### config.mk
export PLATFORM = sky130hd
export DESIGN_NAME = approx_mul_pipe
export DESIGN_NICKNAME = d
export VERILOG_FILES = /design/src/rtl/approx_mul_pipe.sv
export SDC_FILE = /design/constraint.sdc
export NUM_CORES = 1
export LEC_CHECK = 0
export ABC_AREA = 1
export BUFFER_PORTS_ARGS = -buffer_cell sky130_fd_sc_hd__buf_2
export CAP_MARGIN = 20
export CELL_PAD_IN_SITES_DETAIL_PLACEMENT = 0
export CELL_PAD_IN_SITES_GLOBAL_PLACEMENT = 1
export CORE_AREA = 2 2 177 179
export CTS_CLUSTER_SIZE = 16
export DETAILED_ROUTE_END_ITERATION = 10
export DIE_AREA = 0 0 179 181
export PLACE_DENSITY_LB_ADDON = 0.1
export SYNTH_ARGS = -nofsm -noshare
export SYNTH_HDL_FRONTEND = slang
export SYNTH_SLANG_ARGS = --single-unit
### constraint.sdc
create_clock -name clk -period 9.2 [get_ports clk]
set_clock_uncertainty 0.2 [all_clocks]
set_input_delay 0.92 -clock clk [delete_from_list [all_inputs] [get_ports clk]]
set_output_delay 0.92 -clock clk [all_outputs]
set_load 0.1 [all_outputs]
### src/rtl/approx_mul_pipe.sv
// approx_mul_pipe: two-stage pipelined unsigned approximate multiplier with a
// valid/ready stream interface, per-transaction exact/approximate mode and a
// saturating statistics unit (delivered-result count and accumulated error).
//
// In approximate mode the x-rows i >= L are computed exactly, while the low
// x-rows i < L drop every partial product whose column i+j is below K. The
// dropped amount is reported on err, so z + err is always the exact product.
//
// Ports:
//   clk       in   1      rising-edge clock
//   rst       in   1      asynchronous active-high reset
//   in_valid  in   1      operands valid
//   in_ready  out  1      operands accepted this cycle
//   x, y      in   N      multiplier / multiplicand
//   approx    in   1      1 = approximate, 0 = exact (captured per operand pair)
//   out_valid out  1      result valid
//   out_ready in   1      consumer accepts result
//   z         out  2N     product
//   err       out  2N     exact product minus z
//   stat_clr  in   1      synchronous clear of the statistics counters
//   txn_cnt   out  ACC_W  delivered results (saturating)
//   err_acc   out  ACC_W  sum of delivered err (saturating)
module approx_mul_pipe #(
  parameter int N     = 8,
  parameter int L     = 4,
  parameter int K     = N,
  parameter int ACC_W = 32
) (
  input  logic             clk,
  input  logic             rst,
  input  logic             in_valid,
  output logic             in_ready,
  input  logic [N-1:0]     x,
  input  logic [N-1:0]     y,
  input  logic             approx,
  output logic             out_valid,
  input  logic             out_ready,
  output logic [2*N-1:0]   z,
  output logic [2*N-1:0]   err,
  input  logic             stat_clr,
  output logic [ACC_W-1:0] txn_cnt,
  output logic [ACC_W-1:0] err_acc
);

  localparam int W2 = 2 * N;

  // Partial-product split of the incoming operands.
  logic [W2-1:0] h_part;   // exact high rows
  logic [W2-1:0] kl_part;  // low-row products that are kept
  logic [W2-1:0] dl_part;  // low-row products that approximation drops

  // NOTE: every variable driven here gets a default first, otherwise an
  // unassigned path would infer a latch.
  always_comb begin
    h_part  = '0;
    kl_part = '0;
    dl_part = '0;
    for (int i = 0; i < N; i++) begin
      if (i >= L) begin
        if (x[i]) h_part = h_part + (W2'(y) << i);
      end else begin
        for (int j = 0; j < N; j++) begin
          if (x[i] && y[j]) begin
            if (i + j >= K) kl_part = kl_part + (W2'(1) << (i + j));
            else            dl_part = dl_part + (W2'(1) << (i + j));
          end
        end
      end
    end
  end

  // Pipeline control.
  logic s1_valid;
  logic s2_valid;
  logic s1_load;
  logic s2_load;

  assign s2_load   = !s2_valid || out_ready;
  assign s1_load   = !s1_valid || s2_load;
  // Same condition as s1_load, written in its interface form; it depends on
  // out_ready but never on in_valid.
  assign in_ready  = !(s1_valid && s2_valid && !out_ready);
  assign out_valid = s2_valid;

  // Stage 1 payload.
  logic [W2-1:0] s1_h;
  logic [W2-1:0] s1_kl;
  logic [W2-1:0] s1_dl;
  logic          s1_approx;

  // NOTE: sequential state uses non-blocking assignments so every register
  // samples the pre-edge values regardless of statement order.
  always_ff @(posedge clk or posedge rst) begin
    if (rst) begin
      s1_valid <= 1'b0;
      s2_valid <= 1'b0;
    end else begin
      if (s1_load) s1_valid <= in_valid;
      if (s2_load) s2_valid <= s1_valid;
    end
  end

  // NOTE: stage-1 payload is qualified by s1_valid, so it carries no reset;
  // only the valid bits and the visible outputs need a defined reset value.
  always_ff @(posedge clk) begin
    if (s1_load && in_valid) begin
      s1_h      <= h_part;
      s1_kl     <= kl_part;
      s1_dl     <= dl_part;
      s1_approx <= approx;
    end
  end

  // Stage 2: final sum and error; holds while the consumer stalls.
  always_ff @(posedge clk or posedge rst) begin
    if (rst) begin
      z   <= '0;
      err <= '0;
    end else if (s2_load && s1_valid) begin
      z   <= s1_h + s1_kl + (s1_approx ? '0 : s1_dl);
      err <= s1_approx ? s1_dl : '0;
    end
  end

  // Statistics: saturating counters updated on each output handshake.
  logic             out_hs;
  logic [ACC_W:0]   txn_sum;
  logic [ACC_W:0]   acc_sum;
  logic [ACC_W-1:0] err_ext;

  assign out_hs  = s2_valid && out_ready;
  assign err_ext = ACC_W'(err);
  assign txn_sum = {1'b0, txn_cnt} + {{ACC_W{1'b0}}, 1'b1};
  assign acc_sum = {1'b0, err_acc} + {1'b0, err_ext};

  always_ff @(posedge clk or posedge rst) begin
    if (rst) begin
      txn_cnt <= '0;
      err_acc <= '0;
    end else if (stat_clr) begin
      // A handshake in the clear cycle becomes the first counted result.
      txn_cnt <= out_hs ? {{(ACC_W-1){1'b0}}, 1'b1} : '0;
      err_acc <= out_hs ? err_ext : '0;
    end else if (out_hs) begin
      txn_cnt <= txn_sum[ACC_W] ? '1 : txn_sum[ACC_W-1:0];
      err_acc <= acc_sum[ACC_W] ? '1 : acc_sum[ACC_W-1:0];
    end
  end

endmodule

### Yosys cells after proc, flatten, opt, wreduce, memory -nomap -nowiden

Index checks and enable logic that the tools add are counted.

| word-level totals | value |
|---|---|
| register bits | 147 |
| latch bits | 0 |
| bits in writable memories | 0 |
| bits in read-only memories | 0 |
| input bits | 22 |
| output and inout port bits | 98 |
| logic and storage cells | 137 |
| memories | 0 |

| operators by class | value |
|---|---|
| add/sub/neg operators | 37 |
| multiply operators | 0 |
| div/mod/pow operators | 0 |
| order comparisons | 0 |
| equal/unequal tests | 0 |
| shifts and indexed selects | 0 |
| mux-type cells | 46 |
| bitwise gates (word level) | 0 |
| reduce and logical (&&, ||, !) cells | 44 |

Operators by type and width:

| operator | number |
|---|---|
| 2-to-1 mux 16 bit | 36 |
| 2-to-1 mux 32 bit | 6 |
| adder 16 x 4 -> 16 bit, second input constant | 4 |
| adder 16 x 5 -> 16 bit, second input constant | 4 |
| adder 16 x 6 -> 16 bit, second input constant | 4 |
| adder 16 x 7 -> 16 bit, second input constant | 4 |
| adder 16 x 8 -> 16 bit, second input constant | 4 |
| adder 16 x 3 -> 16 bit, second input constant | 3 |
| logical AND 1 bit | 37 |
| adder 32 x 1 -> 33 bit, second input constant | 1 |
| adder 32 x 16 -> 33 bit | 1 |
| adder 16 x 10 -> 16 bit, second input constant | 2 |
| adder 16 bit | 2 |
| adder 16 x 2 -> 16 bit, second input constant | 2 |
| adder 16 x 9 -> 16 bit, second input constant | 2 |
| adder 16 x 11 -> 16 bit, second input constant | 1 |
| adder 16 x 13 -> 16 bit | 1 |
| adder 16 x 14 -> 16 bit | 1 |
| adder 16 x 15 -> 16 bit | 1 |
| 2-to-1 mux 12 bit | 1 |
| 2-to-1 mux 9 bit | 1 |
| logical NOT 1 bit | 4 |
| logical OR 1 bit | 2 |
| 2-to-1 mux 1 bit | 2 |
| nonzero test 2 bit | 1 |

### Logic depth before layout (Yosys ltp)

| logic depth | value |
|---|---|
| depth after elaboration | 52 |
| depth in mapped cells | 75 |
| depth with buffers taken out | 74 |

### Worst setup path after synthesis

No wires, ideal clock.

| timing path | value |
|---|---|
| path kind | input to register |
| from | in x[0] |
| to | reg s1_dl[11] (data pin) |
| setup time | 0.254 ns |
| data arrival time | 7.908 ns |
| required time | 8.746 ns |
| setup slack | 0.838 ns |
| cell stages on the path | 66 |
| buffers on the path | 1 |
| path through | buf_2 > nand2_1 > inv_1 > ha_1 > nand3_2 > nand2_2 > inv_2 > nor2_2 > ha_1 > inv_1 > nor2_1 > nand3_2 > nand2_1 > inv_1 > ha_1 > nand2_1 > inv_1 > nand3_2 > [... 30 more ...] > o21ai_0 > nand2_1 > nand2_1 > nand2_1 > nor2_1 > inv_1 > nand2_1 > inv_1 > ha_1 > or2_2 > nand2_1 > inv_1 > ha_1 > nand2_1 > nor2_1 > nand3_1 > xnor2_1 > inv_1 |

| on the way | value |
|---|---|
| cells in the longest elaborated chain, start to end | 52 |
| elaborated cells on any way between the ends | 59 |
| classes of those cells | add/sub (25); mux (26); reduce/logical (8) |

RTL lines:

| item | RTL line | RTL |
|---|---|---|
| from (decl) | 33 | `input logic [N-1:0] x,` |
| logical AND 1 bit | 63 | `if (x[i] && y[j]) begin` |
| 2-to-1 mux 1 bit | 63 |  |
| adder 16 x 2 -> 16 bit | 65 | `else dl_part = dl_part + (W2'(1) << (i + j));` |
| 2-to-1 mux 16 bit | 63 |  |
| adder 16 x 3 -> 16 bit | 65 |  |
| 2-to-1 mux 16 bit | 63 |  |
| adder 16 x 4 -> 16 bit | 65 |  |
| 2-to-1 mux 16 bit | 63 |  |
| [... 37 more ...] | - |  |
| 2-to-1 mux 16 bit (*) | 63 |  |
| adder 16 x 6 -> 16 bit | 65 |  |
| 2-to-1 mux 16 bit (*) | 63 |  |
| adder 16 x 7 -> 16 bit | 65 |  |
| 2-to-1 mux 16 bit (*) | 63 |  |
| adder 16 x 8 -> 16 bit | 65 |  |
| 2-to-1 mux 16 bit (*) | 63 |  |
| via dl_part[11] | 50 | `logic [W2-1:0] dl_part;` |
| to (signal assigned) | 109 | `s1_dl <= dl_part;` |
| to (decl) | 88 | `logic [W2-1:0] s1_dl;` |

Mark *: on every way through the listed nets, which the timed path passes. The rest lies on a longest branch.
A chain may end at the register's enable or synchronous reset.

### Worst setup path after layout

Ends and elaborated chain as after synthesis.

==> metrics.md <==
| Metric | Value |
|---|---|
| Outcome | `completed` |
| Final hold viol count | `0` |
| Power density over the cells | `approximately 180 nW/µm²` |
| Root buffer cell | `clkbuf_16` |
| Multi-input logic area | `7400 µm²` |
| FF+latch area | `about 3500 µm²` |
| Number of DRC markers in iteration 0 | `619` |
| Gpl congestion | `around 0.84` |
| Syn Area/Cell | `between 6 and 7 µm²` |
| Netlist cell types | `46` |
| Cts bufs inserted | `17` |
| Slew Viols, Final | `0` |
| Average wire per standard cell | `roughly 13 µm` |
| Port Buffer Count | `119` |
| Global route overflow | `0` |
| Routed Antenna Nets | `0` |
| Number of synthesized flops with an enable pin | `35` |
| CP Capture Type | `flip-flop` |
| Boundary pin count | `120` |
| Initial DRT Pass Iterations | `4` |
| Layout area overhead | `14.6%` |
| Top layer in use | `met4` |
| Arr. time, crit path | `approximately 8.4 ns` |
| Worst Hold Class | `reg2reg` |
| # hold bufs at CTS | `0` |
| Vias in the first global route | `~11000` |
| Reg2Reg Depth | `23` |
| Crit-path leading delay family | `simple AND/OR/NAND/NOR gates` |
| Longest Clk Path Bufs | `2` |
| Min-Delay Endpoint | `out_valid` |
| Max stage delay on crit path | `~0.32 ns` |
| Final non-filler cell total | `2293` |
| Area of the core | `30300 µm²` |
| Dpl cell area | `approximately 13000 µm²` |
| RR Startpoint | `err[0]` |
| Setup TNS Final | `0 ns` |
| Vias per Instance | `4.97` |
| Total power | `roughly 0.0024 W` |
| Total GRT Usage | `19.3%` |
| Setup crit start kind | `input port` |
| Peak supply drop | `between 0.00015 and 0.0002 V` |
| Count of yosys warnings during synthesis | `0` |
| Worst slew pin tran | `approximately 1.0 ns` |
| Synth area leaders | `dfrtp_1 (20%), nand2_1 (13%), edfxtp_1 (8.7%)` |
| TritonCTS clock tree | `yes` |
| Overall routed net length | `around 30000 µm` |
| Die width | `about 180 µm` |
| Metal2 WL | `14200 µm` |
| Clk pin slew, worst setup/hold paths | `0.06 ns` |
| Final instance area | `~14000 µm²` |
| Worst setup path class | `in2reg` |
| Worst setup margin | `about 0.83 ns` |
| Ratio of cells with drive above 1 in the final layout | `16.3%` |
| Clock period minus worst slack | `between 8 and 9 ns` |
| R2R Setup Slk | `just over 4 ns` |
| Chip Height | `about 180 µm` |
| Critical path buffer and inverter count | `16` |
| Max-slew headroom | `around a third` |
| LEAKAGE | `7.14 nW` |
| Synth top area share | `20.4%` |
| CP max stage cell | `or2_2` |
| Clock Sinks | `approximately 130` |
| Worst flop-to-flop path endpoint | `err_acc[11]` |
| Upper clock frequency limit | `between 100 and 150 MHz` |
| Tcrit/Tclk final | `between 90% and 100%` |
| Ant diodes | `0` |
| First-pass GRT wire length | `between 50000 and 60000 µm` |
| DR vias | `approximately 11000` |
| Asr flop ratio synth | `roughly 74%` |
| Largest net degree at the start of global routing | `55` |
| DRC Markers | `0` |
| Sequential share of the synthesized area | `29.1%` |
| Place WS | `0.0901 ns` |
| Die area | `approximately 32000 µm²` |
| Synth area leader | `dfrtp_1` |
| Synth Cell Area | `roughly 12000 µm²` |
| Worst skew pair latency | `around 0.43 ns` |
| Initial Util | `39.6%` |
| Fillers | `between 3000 and 4000` |
| Max cap viols | `0` |
| Post-Place Cells | `between 2000 and 2500` |
| Initial antenna violation count | `0` |
| DP Wirelength | `23600 µm` |
| Num rows | `64` |
| Met1 WL | `15000 µm` |
| Met3 WL | `between 800 and 900 µm` |
| Hold Path Origin | `s1_valid` |
| Critical Path RT | `9.18 ns` |
| Most numerous cell on the critical path | `nand2_1` |
| Nets | `1995` |
| CP Max Fanout | `9` |
| Min-Delay Path Depth | `2` |
| H-tree Lvls | `4` |
| Synth Instances | `about 1800` |
| RSZ-0062 raised after global routing | `false` |
| Final Setup Violations | `0` |
| Ys flop type | `dfrtp_1` |
| #FFs+latches synth | `~130` |
[synthesized netlist by cell type (2+ instances only)]
cell      count
nor4_1        3
fa_1         12
inv_2        19
nand2_2      61
nand4_1      21
nand2_1     416
nand3_1     135
o22ai_1      17
nand3b_2      2
o21ai_0     142
o221ai_1      4
buf_1         2
nand3b_1      9
a21oi_1      56
inv_1       252
buf_4         2
xor2_1       37
o211ai_1      2
o21bai_1      5
o21ai_4       2
nor2_2       11
edfxtp_1     35
o32ai_1       2
nor3_1       25
xnor2_1      14
o21ai_2       2
o31ai_1      20
a31oi_1       6
nand3_2      22
ha_1         77
or2_2         9
clkbuf_1     32
dfrtp_1      98
clkinv_1      3
nor2_1      196
nand2_4       6
nor2_4        5
buf_2         3
[where the power goes]
group	switching, W	internal (W)
combinational	0.000699	0.000219
clock	0.000268	0.000506
sequential	0.0000512	0.000678
[metal layers]
layer	GRT usage, %	vias up
met3	2.15	27
met2	32.7	164
met1	26.0	5231
met4	5.20	0
li1	-	5969
met5	0	-
[cells by family after synthesis]
family          after synthesis  share of synthesized area (%)
flops                       133                           29.1
compound gates              264                           12.4
simple gates                922                           34.9
buf+inv                     313                           9.86
other cells                   1                         0.0312
xor+xnor                     51                           3.71
fa+ha+maj                    89                           10.0
[layout make-up]
type                       instances  share of cell area (%)
timing repair buffer             130                    4.94
clock inverter                    14                    1.69
inverter                         274                    7.48
multi-input combinational       1328                    53.7
sequential                       133                    25.4
clock buffer                      18                    3.12
tap                              396                    3.60
[worst max path at each step]
stage               start   endpoint  depth (start not counted)
floorplan            x[0]  s1_dl[11]                         66
global placement     x[0]  s1_dl[11]                         66
detailed placement   x[0]  s1_dl[11]                         64
CTS                  x[0]  s1_dl[11]                         64
global route         x[0]  s1_dl[13]                         67
finish               x[0]  s1_dl[11]                         66
[worst register-to-register path: cells and delay by family, from the launching register on]
family          cells  cell delay, ns
compound gates      9            1.66
fa+ha+maj           2            0.57
buf+inv             5            0.75
flops               1            0.42
simple gates        7            1.50
[stage by stage]
step	util, %	hold WS, ns
2_1_floorplan	-	0.248
3_3_place_gp	43.0	0.254
3_5_place_dp	43.0	0.260
4_1_cts	45.2	0.276
5_1_grt	45.4	0.310
6_report	45.4	0.272
[cells in the final DEF, fill, tap and decap left out, types with 3 or more instances in the layout]
cell / instances
a21oi_1: 56
a31oi_1: 6
buf_2: 118
buf_4: 11
bufinv_16: 6
clkbuf_16: 17
clkinv_1: 5
clkinvlp_4: 3
dfrtp_1: 98
edfxtp_1: 35
fa_1: 12
ha_1: 77
inv_1: 251
inv_2: 19
nand2_1: 414
nand2_2: 63
nand2_4: 6
nand3_1: 131
nand3_2: 24
nand3b_1: 9
nand4_1: 21
nor2_1: 192
nor2_2: 14
nor2_4: 6
nor3_1: 25
nor4_1: 3
o21ai_0: 141
o21bai_1: 5
o221ai_1: 4
o22ai_1: 17
o31ai_1: 20
or2_2: 9
xnor2_1: 14
xor2_1: 37
[flip-flops by register name, summed over array words and instances (netlist names)]
| name | cells |
|---|---|
| out_valid | 1 |
| s1_dl | 16 |
| txn_cnt | 32 |
| s1_approx | 1 |
| s1_valid | 1 |
| err_acc | 32 |
| z | 16 |
| s1_kl | 6 |
| s1_h | 12 |
| err | 16 |
[repair_timing]
action                     CTS  global route
setup buffers                0             1
resized for setup            0            14
setup endpoints to repair    0             6
Note: power is estimated with default switching activity, not from simulation.
